<file path="config.mk">
export PLATFORM = sky130hd
export DESIGN_NAME = issue_queue
export DESIGN_NICKNAME = d
export VERILOG_FILES = /design/src/rtl/issue_queue_pkg.sv /design/src/rtl/iq_age_select.sv /design/src/rtl/issue_queue.sv
export SDC_FILE = /design/constraint.sdc
export NUM_CORES = 2
export LEC_CHECK = 0
export CAP_MARGIN = 20
export CELL_PAD_IN_SITES_DETAIL_PLACEMENT = 1
export CELL_PAD_IN_SITES_GLOBAL_PLACEMENT = 2
export CORE_ASPECT_RATIO = 1.2
export CORE_MARGIN = 2
export CORE_UTILIZATION = 36
export DETAILED_ROUTE_END_ITERATION = 10
export GPL_ROUTABILITY_DRIVEN = 0
export PLACE_DENSITY_LB_ADDON = 0.1
export SKIP_LAST_GASP = 1
export SLEW_MARGIN = 10
export SYNTH_ARGS = -nofsm -noshare
export SYNTH_HDL_FRONTEND = slang
export SYNTH_SLANG_ARGS = --single-unit
export TNS_END_PERCENT = 30
</file>
<file path="constraint.sdc">
create_clock -name clk -period 39.4 [get_ports clk]
set_clock_uncertainty 0.2 [all_clocks]
set_input_delay 11.82 -clock clk [delete_from_list [all_inputs] [get_ports clk]]
set_output_delay 11.82 -clock clk [all_outputs]
set_load 0.02 [all_outputs]
</file>
<file path="src/rtl/issue_queue_pkg.sv">
// Shared processor types for the reservation-station slice.
// Micro-op bundle, CDB/tag widths and ROB age helper.
package issue_queue_pkg;

  localparam int PREG_W    = 7;
  localparam int ROB_TAG_W = 5;
  localparam int NUM_CDB   = 3;
  localparam int OP_W      = 4;

  typedef struct packed {
    logic [OP_W-1:0]      op;
    logic [PREG_W-1:0]    pd;
    logic [PREG_W-1:0]    ps1;
    logic                 ps1_rdy;
    logic [PREG_W-1:0]    ps2;
    logic                 ps2_rdy;
    logic [31:0]          imm;
    logic [ROB_TAG_W-1:0] rob_tag;
    logic [31:0]          pc;
  } rs_data;

  function automatic logic [ROB_TAG_W-1:0] rob_age(
    input logic [ROB_TAG_W-1:0] tag,
    input logic [ROB_TAG_W-1:0] head
  );
    return tag - head;
  endfunction

endpackage

</file>
<file path="src/rtl/iq_age_select.sv">
// Oldest-ready picker: smallest ROB age among eligible entries.
// Tags are unique, so a strict compare never sees a tie.
module iq_age_select
  import issue_queue_pkg::*;
#(
  parameter int DEPTH = 8,
  parameter int IW    = $clog2(DEPTH)
) (
  input  logic [DEPTH-1:0]                elig_i,
  input  logic [DEPTH-1:0][ROB_TAG_W-1:0] tag_i,
  input  logic [ROB_TAG_W-1:0]            head_i,
  output logic                            valid_o,
  output logic [IW-1:0]                   idx_o
);

  logic [ROB_TAG_W-1:0] best_age;
  logic [ROB_TAG_W-1:0] cur_age;

  always_comb begin
    valid_o  = 1'b0;
    idx_o    = '0;
    best_age = '1;
    cur_age  = '0;
    for (int i = 0; i < DEPTH; i++) begin
      cur_age = rob_age(tag_i[i], head_i);
      if (elig_i[i] && (!valid_o || cur_age < best_age)) begin
        valid_o  = 1'b1;
        idx_o    = IW'(i);
        best_age = cur_age;
      end
    end
  end

endmodule

</file>
<file path="src/rtl/issue_queue.sv">
// Per-FU reservation station: CDB wakeup, oldest-ready issue,
// and squash of entries younger than a mispredicted branch.
module issue_queue
  import issue_queue_pkg::*;
#(
  parameter int DEPTH = 8
) (
  input  logic                              clk,
  input  logic                              reset,
  input  logic                              in_valid,
  input  rs_data                            in_data,
  output logic                              in_ready,
  input  logic [NUM_CDB-1:0]                cdb_valid,
  input  logic [NUM_CDB-1:0][PREG_W-1:0]    cdb_preg,
  input  logic [ROB_TAG_W-1:0]              rob_head,
  input  logic                              mispredict,
  input  logic [ROB_TAG_W-1:0]              mispredict_tag,
  output logic                              issue_valid,
  output rs_data                            issue_data,
  input  logic                              fu_ready,
  output logic [$clog2(DEPTH):0]            count
);

  localparam int IW = $clog2(DEPTH);
  localparam int CW = IW + 1;

  rs_data [DEPTH-1:0]              ent_q, ent_d;
  logic   [DEPTH-1:0]              vld_q, vld_d;
  logic   [CW-1:0]                 count_q, count_d;
  logic   [DEPTH-1:0]              elig;
  logic   [DEPTH-1:0][ROB_TAG_W-1:0] tags;
  logic                            sel_vld;
  logic   [IW-1:0]                 sel_idx;
  logic                            free_ok;
  logic   [IW-1:0]                 free_idx;
  logic                            do_ins;
  logic                            do_issue;
  logic   [ROB_TAG_W-1:0]          kill_age;

  function automatic logic woken(
    input logic [PREG_W-1:0]               p,
    input logic [NUM_CDB-1:0]              v,
    input logic [NUM_CDB-1:0][PREG_W-1:0]  pr
  );
    logic hit;
    hit = 1'b0;
    for (int c = 0; c < NUM_CDB; c++)
      if (v[c] && pr[c] == p) hit = 1'b1;
    return hit;
  endfunction

  always_comb begin
    for (int i = 0; i < DEPTH; i++) begin
      elig[i] = vld_q[i] & ent_q[i].ps1_rdy & ent_q[i].ps2_rdy;
      tags[i] = ent_q[i].rob_tag;
    end
  end

  iq_age_select #(.DEPTH(DEPTH), .IW(IW)) u_sel (
    .elig_i  (elig),
    .tag_i   (tags),
    .head_i  (rob_head),
    .valid_o (sel_vld),
    .idx_o   (sel_idx)
  );

  always_comb begin
    free_ok  = 1'b0;
    free_idx = '0;
    for (int i = DEPTH - 1; i >= 0; i--) begin
      if (!vld_q[i]) begin
        free_ok  = 1'b1;
        free_idx = IW'(i);
      end
    end
  end

  assign in_ready    = count_q < CW'(DEPTH);
  assign count       = count_q;
  assign issue_valid = sel_vld & ~mispredict;
  assign issue_data  = issue_valid ? ent_q[sel_idx] : '0;
  assign do_issue    = issue_valid & fu_ready;
  assign do_ins      = in_valid & in_ready & free_ok & ~mispredict;
  assign kill_age    = rob_age(mispredict_tag, rob_head);

  always_comb begin
    ent_d   = ent_q;
    vld_d   = vld_q;
    count_d = '0;
    for (int i = 0; i < DEPTH; i++) begin
      if (vld_q[i]) begin
        if (woken(ent_q[i].ps1, cdb_valid, cdb_preg))
          ent_d[i].ps1_rdy = 1'b1;
        if (woken(ent_q[i].ps2, cdb_valid, cdb_preg))
          ent_d[i].ps2_rdy = 1'b1;
        if (mispredict &&
            rob_age(ent_q[i].rob_tag, rob_head) > kill_age)
          vld_d[i] = 1'b0;
      end
    end
    if (do_issue) vld_d[sel_idx] = 1'b0;
    // Same-cycle CDB hit at insert avoids a lost wakeup.
    if (do_ins) begin
      ent_d[free_idx] = in_data;
      ent_d[free_idx].ps1_rdy = in_data.ps1_rdy
        | (in_data.ps1 == '0)
        | woken(in_data.ps1, cdb_valid, cdb_preg);
      ent_d[free_idx].ps2_rdy = in_data.ps2_rdy
        | (in_data.ps2 == '0)
        | woken(in_data.ps2, cdb_valid, cdb_preg);
      vld_d[free_idx] = 1'b1;
    end
    for (int i = 0; i < DEPTH; i++)
      count_d = count_d + CW'(vld_d[i]);
  end

  always_ff @(posedge clk) begin
    if (reset) begin
      ent_q   <= '0;
      vld_q   <= '0;
      count_q <= '0;
    end else begin
      ent_q   <= ent_d;
      vld_q   <= vld_d;
      count_q <= count_d;
    end
  end

endmodule

</file>
==> metrics.txt <==
Util after Layout=41.43%; CP Max Fanout=38; post-synthesis sequential area ratio=37.16%; pre-CTS setup slack=507.7 ps; Layout fillers=13897; R2R Path End=count[2]; routed len/inst=25.31 um; Detailed Route WL=175100 um; CP Launch Type=input port; top_reg_cell synth=dfxtp_1; Mapped Avg Cell Area=7.738 um^2; commonest cells in the netlist=nand2_1, a21oi_1, dfxtp_1; status=finished, final reports clean; metal3 WL=7900 um; Max Slew Vio Count=0; area leader, netlist=dfxtp_1; hold crit path type=reg2reg; RSZ-0062 raised after global routing=no; total negative slack=0 ps; met2 wire len=84790 um; CP most frequent cell=ha_1; EDFF count, synth=0; Area contributors post-synth=dfxtp_1, nand2_1, a21oi_1; Port Buf Inserts=236; crit path DAT=26410 ps; largest net degree at the start of global routing=223; cell family with most CP delay=compound AO/OA/AOI/OAI gates; antenna viol nets, final=0; Hold Path Depth=2; Tcrit/Tclk final=97.53%; Tmin final=38430 ps; CTS root buffer=clkbuf_16; share of cells above drive strength 1=9.626%; Final Power=0.001873 W; Slew HR=9.471%; synthesized area=0.04202 mm^2; gr ovfl total=0; drc violations=0; Fin. Hold Viols=0; max-cap check violation count=0; highest metal used=met5; initial DRC count=2475; total CTS buffers=93; synth unique cells=75; # IOs=237; final worst setup slack=971.9 ps; first-pass GRT wire length=261900 um; Worst R2R Path Depth=67; Vias=38931; Seq cells post-synth=780; Area Growth Syn to Fin=14.42%; Chip Height=378.3 um; clk_lat worst skew=700 ps; Final Non-Filler Cells=6916; share of Yosys cell area claimed by the top area cell type=37.16%; Post-Syn Nets=5685; CTS sink cnt=780; Die Span X=315.9 um; Synth warnings=0; initial antenna violation count=13; critical path's largest stage delay=650 ps; clk buf depth=3; Data required, critical path=27380 ps; Peak VDD IR=35.03 uV; dpl cells=6738; CTS tree=done; WL met1=78250 um; Die ar.=0.1195 mm^2; DP HPWL=104000 um; WP buf/inv=10; total global-route track usage=28.80%; Worst-path clk slew=60 ps; leakage power=16.27 nW; Critical-path top delay cell=clkdlybuf4s50_1; critical path class=in2out; Pwr Density=38.96 mW/mm^2; crit path capture type=output pin; Fmax=26.02 MHz; starting density of the core=36.21%; Detailed Routing Iterations Pass 1=5; final setup violation count=0; row count=137; Via density=5.629; Async SR Flop Fraction=0%; Syn Inst Count=5431; core area=0.1160 mm^2; number of global-route vias before repair=40033; count leader, synth=nand2_1; r2r setup slk=23330 ps; slew of the pin with the lowest slew margin=1358 ps; H-tree levels=3; nets=5559; Post-CTS Hold Buffers=0
tightest hold or removal path: stages, from the launching register on:
cell     delay [ps]
dfxtp_1         300
nand2_1          50
a21oi_1          50
cells by family after synthesis:
logic type	count (synthesis)	share of synthesized area, %
AOI/OAI and AO/OA	1280	18.03
xor gates and xnor gates	412	8.587
adders and majority gates	119	3.775
buffers and inverters	615	6.586
DFF	780	37.16
muxes	202	5.377
and+or+nand+nor	2023	20.49
per-stage QoR:
step / hold WS [ps] / instance area, um^2
after global routing: 265.2 / 48080
after global placement: 237.0 / 44840
final: 250.4 / 48080
after detailed placement: 242.1 / 44840
after floorplan: 231.5 / 42020
after CTS: 251.8 / 48010
worst max-delay path by stage:
| stage | startpoint | endpoint | slack (ps) | depth (start not counted) |
|---|---|---|---|---|
| 4_1_cts | rob_head[1] | issue_data[12] | 440 | 59 |
| 3_3_place_gp | rob_head[1] | issue_data[12] | 710 | 59 |
| 3_5_place_dp | rob_head[1] | issue_data[12] | 510 | 59 |
| 2_1_floorplan | rob_head[1] | issue_data[33] | 3070 | 61 |
| 5_1_grt | rob_head[1] | issue_data[51] | 20 | 62 |
| 6_report | rob_head[1] | issue_data[9] | 970 | 61 |
report_power, final:
part | switching, W | internal [W] | total [W] | leakage (nW)
Clock | 0.000380 | 0.000523 | 0.000902 | 1.56
Combinational | 0.000107 | 0.0000611 | 0.000169 | 8.41
Sequential | 0.00000612 | 0.000796 | 0.000802 | 6.29
routing by layer:
metal,up-vias,GRT usage (%)
met2,928,49.43
li1,18171,-
met3,263,3.631
met4,10,8.334
met5,-,0
met1,19559,37.58
timing repair:
item | in CTS | in global routing
setup buffers | 0 | 1
endpoints found under the setup margin | 0 | 94
gates resized for setup | 0 | 8
area by class of cell:
| class | instances | area [um^2] | share of cell area (%) |
|---|---|---|---|
| Inverter | 48 | 180.2 | 0.3747 |
| Timing Repair Buffer | 346 | 3318 | 6.901 |
| Clock inverter | 32 | 402.9 | 0.8379 |
| Multi-Input combinational cell | 4036 | 23870 | 49.64 |
| Clock buffer | 139 | 2771 | 5.764 |
| Sequential cell | 780 | 15620 | 32.48 |
| Tap cell | 1529 | 1913 | 3.979 |
| Antenna cell | 6 | 15.01 | 0.03123 |
cell usage in the layout (no fill, tap or decap), drive strengths merged, types with 113 or more instances in the layout:
cell           Yosys  final
nand2           1546   1546
a21oi            811    811
dfxtp            780    780
xnor2            256    256
clkdlybuf4s50      0    220
mux2             190    190
xor2             156    156
clkbuf           363    139
buf              204    126
a211oi           113    113
No activity file was read; power rests on OpenSTA's default activity.
